File: config.mk
export PLATFORM = sky130hd
export DESIGN_NAME = datamemory_stage_hs
export DESIGN_NICKNAME = d
export VERILOG_FILES = /design/src/rtl/datamemory_stage_hs.sv
export SDC_FILE = /design/constraint.sdc
export NUM_CORES = 1
export LEC_CHECK = 0
export BUFFER_PORTS_ARGS = -buffer_cell sky130_fd_sc_hd__buf_2
export CAP_MARGIN = 20
export CORE_ASPECT_RATIO = 0.5
export CORE_MARGIN = 5
export CORE_UTILIZATION = 50
export CTS_CLUSTER_DIAMETER = 50
export DETAILED_ROUTE_END_ITERATION = 10
export GPL_ROUTABILITY_DRIVEN = 0
export HOLD_SLACK_MARGIN = 0.02
export PLACE_DENSITY = 0.89
export SETUP_SLACK_MARGIN = 0.02
export SLEW_MARGIN = 20
export SYNTH_ARGS = -nofsm -noshare
export SYNTH_HDL_FRONTEND = slang
export SYNTH_SLANG_ARGS = --single-unit
export TNS_END_PERCENT = 10
File: constraint.sdc
create_clock -name clk -period 6.4 [get_ports clk]
set_clock_uncertainty 0.1 [all_clocks]
set_input_delay 0.64 -clock clk [delete_from_list [all_inputs] [get_ports clk]]
set_output_delay 0.64 -clock clk [all_outputs]
set_load 0.05 [all_outputs]
File: src/rtl/datamemory_stage_hs.sv
// MEM-stage load/store unit: builds byte-lane store requests, aligns and extends load data,
// and stalls the pipeline across a valid/ready request and response handshake.
module datamemory_stage_hs #(
    parameter int XLEN    = 32,
    parameter int ADDR_W  = 32,
    parameter int TIMEOUT = 255
) (
    input  logic                clk,
    input  logic                reset,
    input  logic                op_valid,
    input  logic                op_load,
    input  logic                op_store,
    input  logic [1:0]          op_size,
    input  logic                op_unsigned,
    input  logic                op_pc4sel,
    input  logic [XLEN-1:0]     alu_y,
    input  logic [XLEN-1:0]     rrd2,
    input  logic [XLEN-1:0]     pc_4,
    output logic                mem_valid,
    input  logic                mem_ready,
    output logic                mem_we,
    output logic [ADDR_W-1:0]   mem_a,
    output logic [XLEN-1:0]     mem_wd,
    output logic [XLEN/8-1:0]   mem_wmask,
    input  logic                mem_rvalid,
    input  logic [XLEN-1:0]     mem_rdata,
    input  logic                mem_err,
    output logic                stall,
    output logic [XLEN-1:0]     dataout,
    output logic                exc_misalign,
    output logic                exc_bus
);

    localparam int LANES = XLEN / 8;
    localparam int OFFW  = $clog2(LANES);
    localparam int CNT_W = $clog2(TIMEOUT + 2);
    localparam logic [CNT_W-1:0] TO_CNT = CNT_W'(TIMEOUT);

    typedef enum logic [1:0] {
        IDLE = 2'd0,
        REQ  = 2'd1,
        WAIT = 2'd2,
        DONE = 2'd3
    } state_t;

    state_t             state_r;
    logic [XLEN-1:0]    cap_r;
    logic               err_r;
    logic [CNT_W-1:0]   cnt_r;

    logic [OFFW-1:0]    off_s;
    logic               is_mem_s;
    logic               is_load_s;
    logic               misalign_s;
    logic               start_s;
    logic               timeout_s;
    logic [XLEN-1:0]    resp_val_s;
    logic [XLEN-1:0]    abort_val_s;

    // Shift the addressed lane down, then mask and sign/zero-extend to the access width.
    function automatic logic [XLEN-1:0] load_ext(
        input logic [XLEN-1:0] rd,
        input logic [OFFW-1:0] o,
        input logic [1:0]      sz,
        input logic            uns
    );
        logic [XLEN-1:0] sh;
        logic [XLEN-1:0] m;
        logic            sb;
        sh = rd >> {o, 3'b000};
        case (sz)
            2'd0:    begin m = XLEN'(8'hFF);         sb = sh[7];  end
            2'd1:    begin m = XLEN'(16'hFFFF);      sb = sh[15]; end
            2'd2:    begin m = XLEN'(32'hFFFF_FFFF); sb = sh[31]; end
            default: begin m = {XLEN{1'b1}};         sb = 1'b0;   end
        endcase
        load_ext = (sh & m) | ((sb & ~uns) ? ~m : {XLEN{1'b0}});
    endfunction

    // Operation decode, alignment check and store lane formatting.
    always_comb begin
        off_s     = alu_y[OFFW-1:0];
        is_mem_s  = op_load | op_store;
        is_load_s = op_load;
        mem_a     = {alu_y[ADDR_W-1:OFFW], {OFFW{1'b0}}};
        case (op_size)
            2'd0: begin
                misalign_s = 1'b0;
                mem_wmask  = LANES'(1'b1) << off_s;
                mem_wd     = {LANES{rrd2[7:0]}};
            end
            2'd1: begin
                misalign_s = off_s[0];
                mem_wmask  = LANES'(2'b11) << off_s;
                mem_wd     = {(LANES/2){rrd2[15:0]}};
            end
            2'd2: begin
                misalign_s = (off_s[1:0] != 2'b00);
                mem_wmask  = LANES'(4'hF) << off_s;
                mem_wd     = {(LANES/4){rrd2[31:0]}};
            end
            default: begin
                // Doubleword only exists on a 64-bit datapath.
                misalign_s = (XLEN == 32) || (off_s != {OFFW{1'b0}});
                mem_wmask  = {LANES{1'b1}};
                mem_wd     = rrd2;
            end
        endcase
    end

    // Handshake outputs; a fresh aligned access requests in the cycle it is presented.
    always_comb begin
        start_s      = (state_r == IDLE) && op_valid && is_mem_s && !misalign_s && !reset;
        mem_valid    = start_s || (state_r == REQ);
        mem_we       = mem_valid && op_store && !op_load;
        stall        = start_s || (state_r == REQ) || (state_r == WAIT);
        exc_misalign = (state_r == IDLE) && op_valid && is_mem_s && misalign_s && !reset;
        exc_bus      = (state_r == DONE) && err_r;
        timeout_s    = (TIMEOUT != 0) && (cnt_r == TO_CNT);
        resp_val_s   = is_load_s ? load_ext(mem_rdata, off_s, op_size, op_unsigned) : alu_y;
        abort_val_s  = is_load_s ? {XLEN{1'b0}} : alu_y;
        if (state_r == DONE) begin
            dataout = cap_r;
        end else if (is_mem_s || !op_pc4sel) begin
            dataout = alu_y;
        end else begin
            dataout = pc_4;
        end
    end

    // Access FSM with response capture and timeout counter.
    always_ff @(posedge clk or posedge reset) begin
        if (reset) begin
            state_r <= IDLE;
            cap_r   <= {XLEN{1'b0}};
            err_r   <= 1'b0;
            cnt_r   <= {CNT_W{1'b0}};
        end else begin
            case (state_r)
                IDLE: begin
                    err_r <= 1'b0;
                    cnt_r <= {CNT_W{1'b0}};
                    if (start_s) begin
                        // The presentation cycle already counts toward the timeout.
                        cnt_r <= CNT_W'(1'b1);
                        if (mem_ready && mem_rvalid) begin
                            cap_r   <= resp_val_s;
                            err_r   <= mem_err;
                            state_r <= DONE;
                        end else if (mem_ready) begin
                            state_r <= WAIT;
                        end else begin
                            state_r <= REQ;
                        end
                    end else begin
                        state_r <= IDLE;
                    end
                end
                REQ: begin
                    cnt_r <= cnt_r + CNT_W'(1'b1);
                    if (mem_ready && mem_rvalid) begin
                        cap_r   <= resp_val_s;
                        err_r   <= mem_err;
                        state_r <= DONE;
                    end else if (timeout_s) begin
                        cap_r   <= abort_val_s;
                        err_r   <= 1'b1;
                        state_r <= DONE;
                    end else if (mem_ready) begin
                        state_r <= WAIT;
                    end else begin
                        state_r <= REQ;
                    end
                end
                WAIT: begin
                    cnt_r <= cnt_r + CNT_W'(1'b1);
                    if (mem_rvalid) begin
                        cap_r   <= resp_val_s;
                        err_r   <= mem_err;
                        state_r <= DONE;
                    end else if (timeout_s) begin
                        cap_r   <= abort_val_s;
                        err_r   <= 1'b1;
                        state_r <= DONE;
                    end else begin
                        state_r <= WAIT;
                    end
                end
                DONE: begin
                    cnt_r   <= {CNT_W{1'b0}};
                    state_r <= IDLE;
                end
                default: begin
                    state_r <= IDLE;
                end
            endcase
        end
    end

endmodule

==> summary.txt <==
Drt
  • Post-DR vias/cell: between 6 and 7
  • DRC: 0
  • Starting DRT DRC Count: roughly 660
  • Routed wire length: 17.00 mm
  • Vias post-DR: between 5,000 and 6,000
  • Final ANT Viol Nets: 0
  • DRT Pass-1 Iters: 6
  • WL/cell: about 19 um

Power
  • Max VDD drop: roughly 0.00012 V
  • Clock power share: about a fifth
  • Lkg Pwr: 2.766 nW
  • Gate power share: 49.7%
  • Switching share of power: 46.16%
  • Total power draw: roughly 1.5 mW
  • Internal: a little under 0.8 mW
  • Psw: just under 0.7 mW
  • Pwr/cell area: between 200 and 300 nW/um^2
  • Power share of the sequential group: 29.6%

Global route
  • Total GRT Usage: between 20 and 30%
  • Largest net degree at the start of global routing: 66
  • Global-route wire length before repair: around 26 mm
  • Initial antenna violation count: 0
  • Gr ovfl total: 0
  • Vias in the first global route: roughly 5,300

STA
  • Slew headroom: around 29%
  • Final Setup Violations: 0
  • Unrepaired setup endpoints after global routing: false
  • Least-Margin Pin Slew: 1.064 ns
  • TNS Setup: 0 ns
  • Final worst slack: 2.303 ns
  • Final hold violations: 0
  • Fin. max-slew vios: 0
  • Period utilisation layout: 64.02%
  • Max Fclk: between 200 and 250 MHz
  • Min cycle time layout: approximately 4.1 ns

Yosys
  • Synth Warn #: 0
  • Post-Synthesis Cells: ~600
  • FF+latch count, synth: 44
  • Mapped Area: ~4700 um^2
  • Async S/R FF share, synth: 100.0%
  • Seq/Total Area, Yosys: 23.53%
  • Main flop type after synthesis: dfrtp_1
  • Netlist cell types: slightly below 60
  • Mapped Avg Cell Area: roughly 7.8 um^2
  • Post-synth EDFFs: 0

Clock network
  • Root buf cell: clkbuf_16
  • H-tree depth: 2
  • Hold buffer count at cts: 0
  • CTS tree: done
  • Post-CTS Setup Repair Bufs: 0
  • Worst-path clk slew: approximately 0.07 ns
  • Longest Clk Path Bufs: 2
  • Number of buffers created by CTS: 5
  • Sink Count: 44
  • Post-CTS Resized: 0
  • Worst-Skew Late Latency: approximately 0.29 ns

Floorplan
  • Die Width: 146.8 um
  • Die Y: a little under 80 um
  • Initial Util: about 52%
  • Die area: around 12,000 um^2
  • Core Area: around 9000 um^2
  • I/O Pins: about 250
  • Cell Rows: 24

Run status
  • Outcome: finished clean

Placed design
  • IO buf count: approximately 240
  • Pre-CTS WS: about 2.3 ns
  • Post-DP Area: about 5600 um^2
  • DP HPWL: approximately 13 mm

Final layout
  • Nets: about 920
  • Ant diodes: 0
  • Final Cell Area: ~5700 um^2
  • Synth-to-layout area growth: 22.78%
  • Ratio of cells with drive above 1 in the final layout: a little over a third

Critical path
  • Endpoint class of the critical path: output port
  • Worst Path Arrival: ~3.4 ns
  • CP max FO: 14
  • WP data required: ~5.7 ns
  • Startpoint types: input pin
  • CP Class: input pin to output port

Run
  • MaxCap Viol Count: 0

Worst hold path
  • HP Class: register to register
## through the flow
step                      hold slack [ns]  utilization [%]  std cells
after floorplan                    0.3452                -        603
after global placement             0.3620            62.33        880
after detailed placement           0.3694            62.33        880
after CTS                          0.3800            64.25        888
after global routing               0.3946            64.42        888
final                              0.3795            64.42        888
## area by class of cell
type / instances / area [um^2]
inverter: 13 / 48.80
multi-input combinational: 462 / 3052
timing repair buffer: 244 / 1226
tap: 117 / 146.4
sequential: 44 / 1101
clock buffer: 5 / 125.1
clock inverter: 3 / 46.29
fill: 780 / 3173
## flip-flops by register name (all words and copies together), names as in the netlist
signal   flops
cap_r       32
cnt_r        9
err_r        1
state_r      2
## final timing paths
kind | from | cells past startpoint | end | slack (ns)
setup reg to reg | cnt_r[0] | 9 | cap_r[16] | 3.05
max in group asynchronous | reset | 2 | cap_r[30] | 5.12
min in group asynchronous | reset | 2 | state_r[0] | 0.48
setup / recovery | op_size[1] | 8 | mem_we | 2.30
hold reg to reg | cnt_r[0] | 1 | cnt_r[0] | 0.38
hold / removal | cnt_r[0] | 1 | cnt_r[0] | 0.38
## critical path, cell delays in order
cell and delay, ns:
buf_2 0.12, clkinv_1 0.27, ha_1 0.53, or3_4 0.45
a2111oi_0 0.71, or2_2 0.24, and3_1 0.14, buf_2 0.26
## cells by family (layout without fill, tap and decap cells)
logic type / count (synthesis) / after routing / share of synthesized area, %
flops: 44 / 44 / 23.53
mux: 51 / 51 / 10.99
xor+xnor: 6 / 6 / 1.123
fa+ha+maj: 14 / 14 / 3.743
simple gates: 201 / 201 / 20.29
buf+inv: 97 / 265 / 11.79
compound gates: 188 / 188 / 28.45
other cells: 1 / 2 / 0.08014
## cells in the mapped netlist (5+ instances only)
| library cell | count | share of area, % |
|---|---|---|
| a211o_1 | 8 | 1.5 |
| a22o_1 | 16 | 3.0 |
| buf_4 | 43 | 6.9 |
| nor2b_1 | 6 | 0.80 |
| mux2i_1 | 48 | 10 |
| a22oi_1 | 10 | 1.6 |
| a21oi_1 | 31 | 3.3 |
| or2_2 | 5 | 0.67 |
| nand3_1 | 15 | 1.6 |
| and3_1 | 6 | 0.80 |
| ha_1 | 14 | 3.7 |
| and2_1 | 6 | 0.80 |
| nand2_1 | 90 | 7.2 |
| o21ai_0 | 63 | 6.7 |
| or4_1 | 7 | 1.1 |
| clkbuf_1 | 25 | 2.0 |
| a211oi_1 | 11 | 1.8 |
| a221o_1 | 8 | 1.7 |
| buf_2 | 15 | 1.6 |
| inv_1 | 12 | 0.96 |
| a32oi_1 | 16 | 3.0 |
| nor2_1 | 45 | 3.6 |
| dfrtp_1 | 44 | 24 |
## power by group through the flow
stage / clock network [mW] / registers [mW] / logic [mW]
2_1_floorplan: 0 / 0.412 / 0.556
3_3_place_gp: 0 / 0.433 / 0.688
3_5_place_dp: 0 / 0.433 / 0.708
4_1_cts: 0.302 / 0.431 / 0.714
5_1_grt: 0.314 / 0.445 / 0.779
6_report: 0.302 / 0.433 / 0.727
## per-layer routing
layer | part of all wire [%] | vias to the layer above | global-route usage, %
li1 | - | 2477 | -
met1 | 38 | 2490 | 33.55
met3 | 10 | 70 | 6.214
met5 | 0 | - | 0
met4 | 3.4 | 0 | 10.04
met2 | 49 | 405 | 47.87
## cell usage in the layout (no fill, tap or decap), types with 5 or more instances in the layout
master and n:
buf_2 242, mux2i_1 48, inv_1 11, or4_1 7
o21ai_0 63, a211oi_1 11, clkbuf_16 5, a211o_1 8
and3_1 6, a32oi_1 16, dfrtp_1 44, nand2_1 90
nor2b_1 6, and2_1 5, nand3_1 15, a22oi_1 10
nor2_1 44, or2_2 5, a21oi_1 31, a221o_1 8
ha_1 13, a22o_1 16
Note: power is estimated with default switching activity, not from simulation.
